<file path="config.mk">
export PLATFORM = sky130hd
export DESIGN_NAME = apb_requester
export DESIGN_NICKNAME = d
export VERILOG_FILES = /design/src/rtl/apb_requester.sv
export SDC_FILE = /design/constraint.sdc
export NUM_CORES = 1
export LEC_CHECK = 0
export BUFFER_PORTS_ARGS = -buffer_cell sky130_fd_sc_hd__buf_2
export CAP_MARGIN = 5
export CELL_PAD_IN_SITES_DETAIL_PLACEMENT = 1
export CELL_PAD_IN_SITES_GLOBAL_PLACEMENT = 1
export CORE_MARGIN = 3
export CORE_UTILIZATION = 35
export DETAILED_ROUTE_END_ITERATION = 7
export GPL_ROUTABILITY_DRIVEN = 0
export PLACE_DENSITY_LB_ADDON = 0.05
export SLEW_MARGIN = 20
export SYNTH_ARGS = -nofsm -noshare
export SYNTH_HDL_FRONTEND = slang
export SYNTH_SLANG_ARGS = --single-unit
</file>
<file path="constraint.sdc">
create_clock -name pclk -period 3.7 [get_ports pclk]
set_clock_uncertainty 0.2 [all_clocks]
set_input_delay 0.74 -clock pclk [delete_from_list [all_inputs] [get_ports pclk]]
set_output_delay 0.74 -clock pclk [all_outputs]
set_load 0.05 [all_outputs]
</file>
<file path="src/rtl/apb_requester.sv">
// APB4 requester: converts a valid/ready command stream into APB transfers on one
// completer and returns exactly one response per accepted command.
module apb_requester #(
    parameter int unsigned ADDR_WIDTH     = 32,
    parameter int unsigned DATA_WIDTH     = 32,
    parameter int unsigned TIMEOUT_CYCLES = 16
) (
    input  logic                    pclk,
    input  logic                    presetn,
    input  logic                    cmd_valid,
    output logic                    cmd_ready,
    input  logic                    cmd_write,
    input  logic [ADDR_WIDTH-1:0]   cmd_addr,
    input  logic [DATA_WIDTH-1:0]   cmd_wdata,
    input  logic [DATA_WIDTH/8-1:0] cmd_strb,
    input  logic [2:0]              cmd_prot,
    output logic                    rsp_valid,
    output logic [DATA_WIDTH-1:0]   rsp_rdata,
    output logic                    rsp_err,
    output logic                    rsp_timeout,
    output logic                    psel,
    output logic                    penable,
    output logic                    pwrite,
    output logic [ADDR_WIDTH-1:0]   paddr,
    output logic [DATA_WIDTH-1:0]   pwdata,
    output logic [DATA_WIDTH/8-1:0] pstrb,
    output logic [2:0]              pprot,
    input  logic [DATA_WIDTH-1:0]   prdata,
    input  logic                    pready,
    input  logic                    pslverr
);

    localparam int unsigned STRB_WIDTH  = DATA_WIDTH / 8;
    localparam int unsigned ALIGN_BITS  = $clog2(STRB_WIDTH);
    localparam int unsigned WAIT_WIDTH  = 16;
    localparam int unsigned ERR_W       = 3;
    localparam bit          TIMEOUT_EN  = (TIMEOUT_CYCLES != 0);
    localparam logic [ADDR_WIDTH-1:0] ALIGN_MASK = ADDR_WIDTH'((1 << ALIGN_BITS) - 1);
    localparam logic [WAIT_WIDTH-1:0] TO_LAST    = WAIT_WIDTH'(TIMEOUT_CYCLES - 1);

    typedef enum logic [1:0] {
        IDLE   = 2'd0,
        SETUP  = 2'd1,
        ACCESS = 2'd2
    } state_t;

    state_t                 state;
    state_t                 state_nxt;
    logic [WAIT_WIDTH-1:0]  wait_cnt;
    logic [ERR_W-1:0]       err_cnt;

    logic accept;
    logic misaligned;
    logic load;
    logic mis_accept;
    logic complete;
    logic abort;
    logic emit_err;

    assign cmd_ready = presetn && ((state == IDLE) || ((state == ACCESS) && pready));

    // Next-state and transfer-event decode
    always_comb begin
        state_nxt  = state;
        load       = 1'b0;
        mis_accept = 1'b0;
        complete   = 1'b0;
        abort      = 1'b0;
        emit_err   = 1'b0;
        accept     = cmd_valid && cmd_ready;
        misaligned = |(cmd_addr & ALIGN_MASK);

        case (state)
            IDLE: begin
                if (accept) begin
                    if (misaligned) begin
                        mis_accept = 1'b1;
                    end else begin
                        load      = 1'b1;
                        state_nxt = SETUP;
                    end
                end
            end
            SETUP: begin
                state_nxt = ACCESS;
            end
            ACCESS: begin
                if (pready) begin
                    complete  = 1'b1;
                    state_nxt = IDLE;
                    if (accept) begin
                        if (misaligned) begin
                            mis_accept = 1'b1;
                        end else begin
                            load      = 1'b1;
                            state_nxt = SETUP;
                        end
                    end
                end else if (TIMEOUT_EN && (wait_cnt >= TO_LAST)) begin
                    abort     = 1'b1;
                    state_nxt = IDLE;
                end
            end
            default: begin
                state_nxt = IDLE;
            end
        endcase

        // Misalignment errors queue behind a completion or timeout response in the same slot
        if (!complete && !abort && ((err_cnt != '0) || (mis_accept && (state == IDLE)))) begin
            emit_err = 1'b1;
        end
    end

    always_ff @(posedge pclk or negedge presetn) begin
        if (!presetn) begin
            state <= IDLE;
        end else begin
            state <= state_nxt;
        end
    end

    // Saturating wait-state counter, cleared on each SETUP entry
    always_ff @(posedge pclk or negedge presetn) begin
        if (!presetn) begin
            wait_cnt <= '0;
        end else if (load) begin
            wait_cnt <= '0;
        end else if ((state == ACCESS) && !pready && (wait_cnt != '1)) begin
            wait_cnt <= wait_cnt + WAIT_WIDTH'(1);
        end
    end

    always_ff @(posedge pclk or negedge presetn) begin
        if (!presetn) begin
            err_cnt <= '0;
        end else begin
            err_cnt <= err_cnt + ERR_W'(mis_accept) - ERR_W'(emit_err);
        end
    end

    // Registered APB request signals
    always_ff @(posedge pclk or negedge presetn) begin
        if (!presetn) begin
            psel    <= 1'b0;
            penable <= 1'b0;
            pwrite  <= 1'b0;
            paddr   <= '0;
            pwdata  <= '0;
            pstrb   <= '0;
            pprot   <= '0;
        end else begin
            psel    <= (state_nxt != IDLE);
            penable <= (state_nxt == ACCESS);
            if (load) begin
                pwrite <= cmd_write;
                paddr  <= cmd_addr;
                pwdata <= cmd_wdata;
                pstrb  <= cmd_write ? cmd_strb : STRB_WIDTH'(0);
                pprot  <= cmd_prot;
            end
        end
    end

    // Registered single-cycle response
    always_ff @(posedge pclk or negedge presetn) begin
        if (!presetn) begin
            rsp_valid   <= 1'b0;
            rsp_err     <= 1'b0;
            rsp_timeout <= 1'b0;
            rsp_rdata   <= '0;
        end else begin
            rsp_valid   <= complete || abort || emit_err;
            rsp_err     <= complete ? pslverr : (abort || emit_err);
            rsp_timeout <= abort;
            rsp_rdata   <= (complete && !pwrite && !pslverr) ? prdata : DATA_WIDTH'(0);
        end
    end

endmodule

</file>
==> run metrics <==
Post-synth EDFFs 0; Cell Int Power slightly below 3 mW; post-CTS sizing 0; H-tree levels 4; worst setup path end err_cnt[2]; DRT Wirelength roughly 15000 microns; Worst Tran Pin Value ~900 ps; Yosys cell types 46; startpoint types flip-flop; fmax ~0.32 GHz; final total power 4.60 mW; Mapped Avg Cell Area between 10 and 15 sq um; Psw 1.63 mW; Worst Path Arrival approximately 3200 ps; number of global-route vias before repair 4988; most frequent cells in the layout buf_2, nand2_1, dfrtp_1; switch share 35.4%; first-pass GRT wire length roughly 25000 microns; multiplexer area fraction after synthesis 0.196%; Worst Path Max Fanout 7; number of max-cap violations 0; Chip Width ~130 microns; Synth Warn # 0; Die H between 100 and 150 microns; slowest CP cell dfrtp_1; logic gate share of total power between 20% and 30%; Crit. End Element flip-flop; hold_buf cts 0; WL/cell between 15 and 20 microns; Mapped Cells about 510; final setup fails 0; Syn Nets ~620; post-route cell area about 7000 sq um; Hold Vio Cnt, Final 0; pin count of the biggest net entering global routing between 80 and 90; critical path class flip-flop to flip-flop; share of layout cells above drive strength 1 35.2%; reg2reg end err_cnt[2]; xor/xnor cell area share of the yosys netlist less than 1%; DIE AREA approximately 16000 sq um; crit share post-route about 83%; TritonCTS clock tree done; simple-gate share of the synthesized area a little over a quarter; Compound-Gate Fraction of Synth Area 4.77%; Core ar. between 10000 and 15000 sq um; Ports approximately 220; VDD IR max between 0.3 and 0.4 mV; CP startpoint wait_cnt[10]; asr flop ratio synth 100%; Remaining Overflow, GRT 0; CTS root buffer clkbuf_16; Seq/Total Area, Yosys a little under two thirds; Synth-to-Final Area Change 36.3%; Starting Density a little over a third; Adder-Cell Fraction of Synth Area about 1.1%; TritonRoute pass-1 iters 4; later-pin clock latency in the skew report 410 ps; sequential power share 37.8%; worst r2r src wait_cnt[10]; ANT nets after route 0; Clock Tree Buf Depth 2; Yosys reg bits 130; crit-path max cell delay around 450 ps; DR vias/cell 4.77; Iter 0 DRT Violations 224; power per cell area 660 nW/um^2; drt drc 0; max-slew violation count 0; DP HPWL between 10000 and 15000 microns; via count between 4000 and 5000; Rows 43; DP Area approximately 6400 sq um; cells along the critical path nor4_1 -> nand4_1 -> o21ai_0 -> nor2b_1 -> ha_1 -> inv_1 -> ha_1 -> inv_1 -> fa_1 -> xnor2_1 -> xnor2_1; initial antenna violation count 2; Worst EP required 3830 ps; Reg2Reg Depth 11; Tot GR Track Use roughly 20%; Tmin final 3090 ps; setup_tns 0 ps; RSZ-0062 raised after global routing no; # Post-CTS Setup Buffers 0; Lkg Pwr just under 4 nW; clock slew at reported path FFs ~60 ps; nets 838; most common cell after layout, fill and taps aside buf_2; Clock power frac 36.2%; PortBufs approximately 220; flop2flop setup slack 610 ps; status finished, final reports clean; CTS buffer count 17; CTS sink count 130; main combinational cell family by area after synthesis simple AND/OR/NAND/NOR gates; mapped cell area approximately 5000 sq um; Rel. slew slack about two fifths; Hold Crit Class primary input to async pin; Main synth FF type dfrtp_1
-- cell usage after synthesis, drive strengths merged (4+ instances only) --
| cell type | number | share of area (%) |
|---|---|---|
| a21oi | 6 | 0.59 |
| and2 | 38 | 4.6 |
| and3 | 5 | 0.61 |
| and4 | 4 | 0.68 |
| buf | 10 | 1.1 |
| clkbuf | 13 | 0.95 |
| dfrtp | 130 | 64 |
| inv | 8 | 0.59 |
| nand2 | 212 | 16 |
| nand2b | 4 | 0.49 |
| nand3 | 9 | 0.98 |
| nand4 | 9 | 1.2 |
| nor4 | 4 | 0.78 |
| o211ai | 4 | 0.59 |
| o21ai | 6 | 0.59 |
| o31ai | 4 | 0.59 |
| or3 | 5 | 0.61 |
-- logic make-up after synthesis --
family          count (synthesis)
flops                         130
buf+inv                        31
fa+ha+maj                       4
mux                             1
compound gates                 35
xor+xnor                        2
simple gates                  302
-- cell type report --
cell class | count | area [sq um]
diodes | 2 | 5.00
clock buffers | 21 | 450
clock inverters | 11 | 136
fillers | 1674 | 7120
inverters | 8 | 30.0
multi-input cells | 344 | 1730
flip-flops and latches | 130 | 3250
well taps | 180 | 225
repair buffers | 224 | 1150
-- metrics by stage --
| step | worst slack [ps] | hold slack [ps] | utilization [%] | std cells |
|---|---|---|---|---|
| after floorplan | 894 | 244 | - | 505 |
| after global placement | 651 | 248 | 45.3 | 886 |
| after detailed placement | 534 | 257 | 45.3 | 886 |
| after CTS | 594 | 257 | 49.4 | 918 |
| after global routing | 407 | 272 | 49.5 | 920 |
| final | 612 | 233 | 49.5 | 920 |
-- critical path, delay by kind of cell (launching register included) --
kind	cells	cell delay (ps)
AO/OA/AOI/OAI	1	350
buffers and inverters	2	110
AND/OR/NAND/NOR	3	830
XOR/XNOR	2	340
flip-flops	1	450
adder cells (fa/ha/maj)	3	730
-- worst min path at each step --
stage | depth (start not counted) | slack (ps) | start | endpoint
after floorplan | 0 | 240 | presetn | err_cnt[0]
after global placement | 2 | 250 | pstrb[0] | pstrb[0]
after detailed placement | 2 | 260 | pwdata[17] | pwdata[17]
after CTS | 2 | 260 | presetn | err_cnt[0]
after global routing | 2 | 270 | presetn | paddr[1]
final | 2 | 230 | presetn | err_cnt[0]
-- sequential cells by signal, indices dropped and copies added, names as in the netlist, 2 cells and up --
signal,count
pstrb,4
state,2
pwdata,32
err_cnt,3
wait_cnt,16
rsp_rdata,32
pprot,3
paddr,32
-- layer usage --
layer	wire (microns)	global-route usage [%]	vias to the layer above
met5	0	0	-
met4	347	8.08	0
met3	1390	8.42	20
met2	7560	32.3	147
met1	6000	22.4	2127
li1	-	-	2090
-- power by group through the flow --
| stage | sequential, mW | clock, mW | combinational, mW |
|---|---|---|---|
| 2_1_floorplan | 2.36 | 0 | 0.233 |
| 3_3_place_gp | 1.75 | 0 | 1.19 |
| 6_report | 1.74 | 1.67 | 1.20 |
| 3_5_place_dp | 1.76 | 0 | 1.21 |
| 5_1_grt | 1.77 | 1.79 | 1.28 |
| 4_1_cts | 1.74 | 1.71 | 1.22 |
Power figures use the tool's default switching activity.
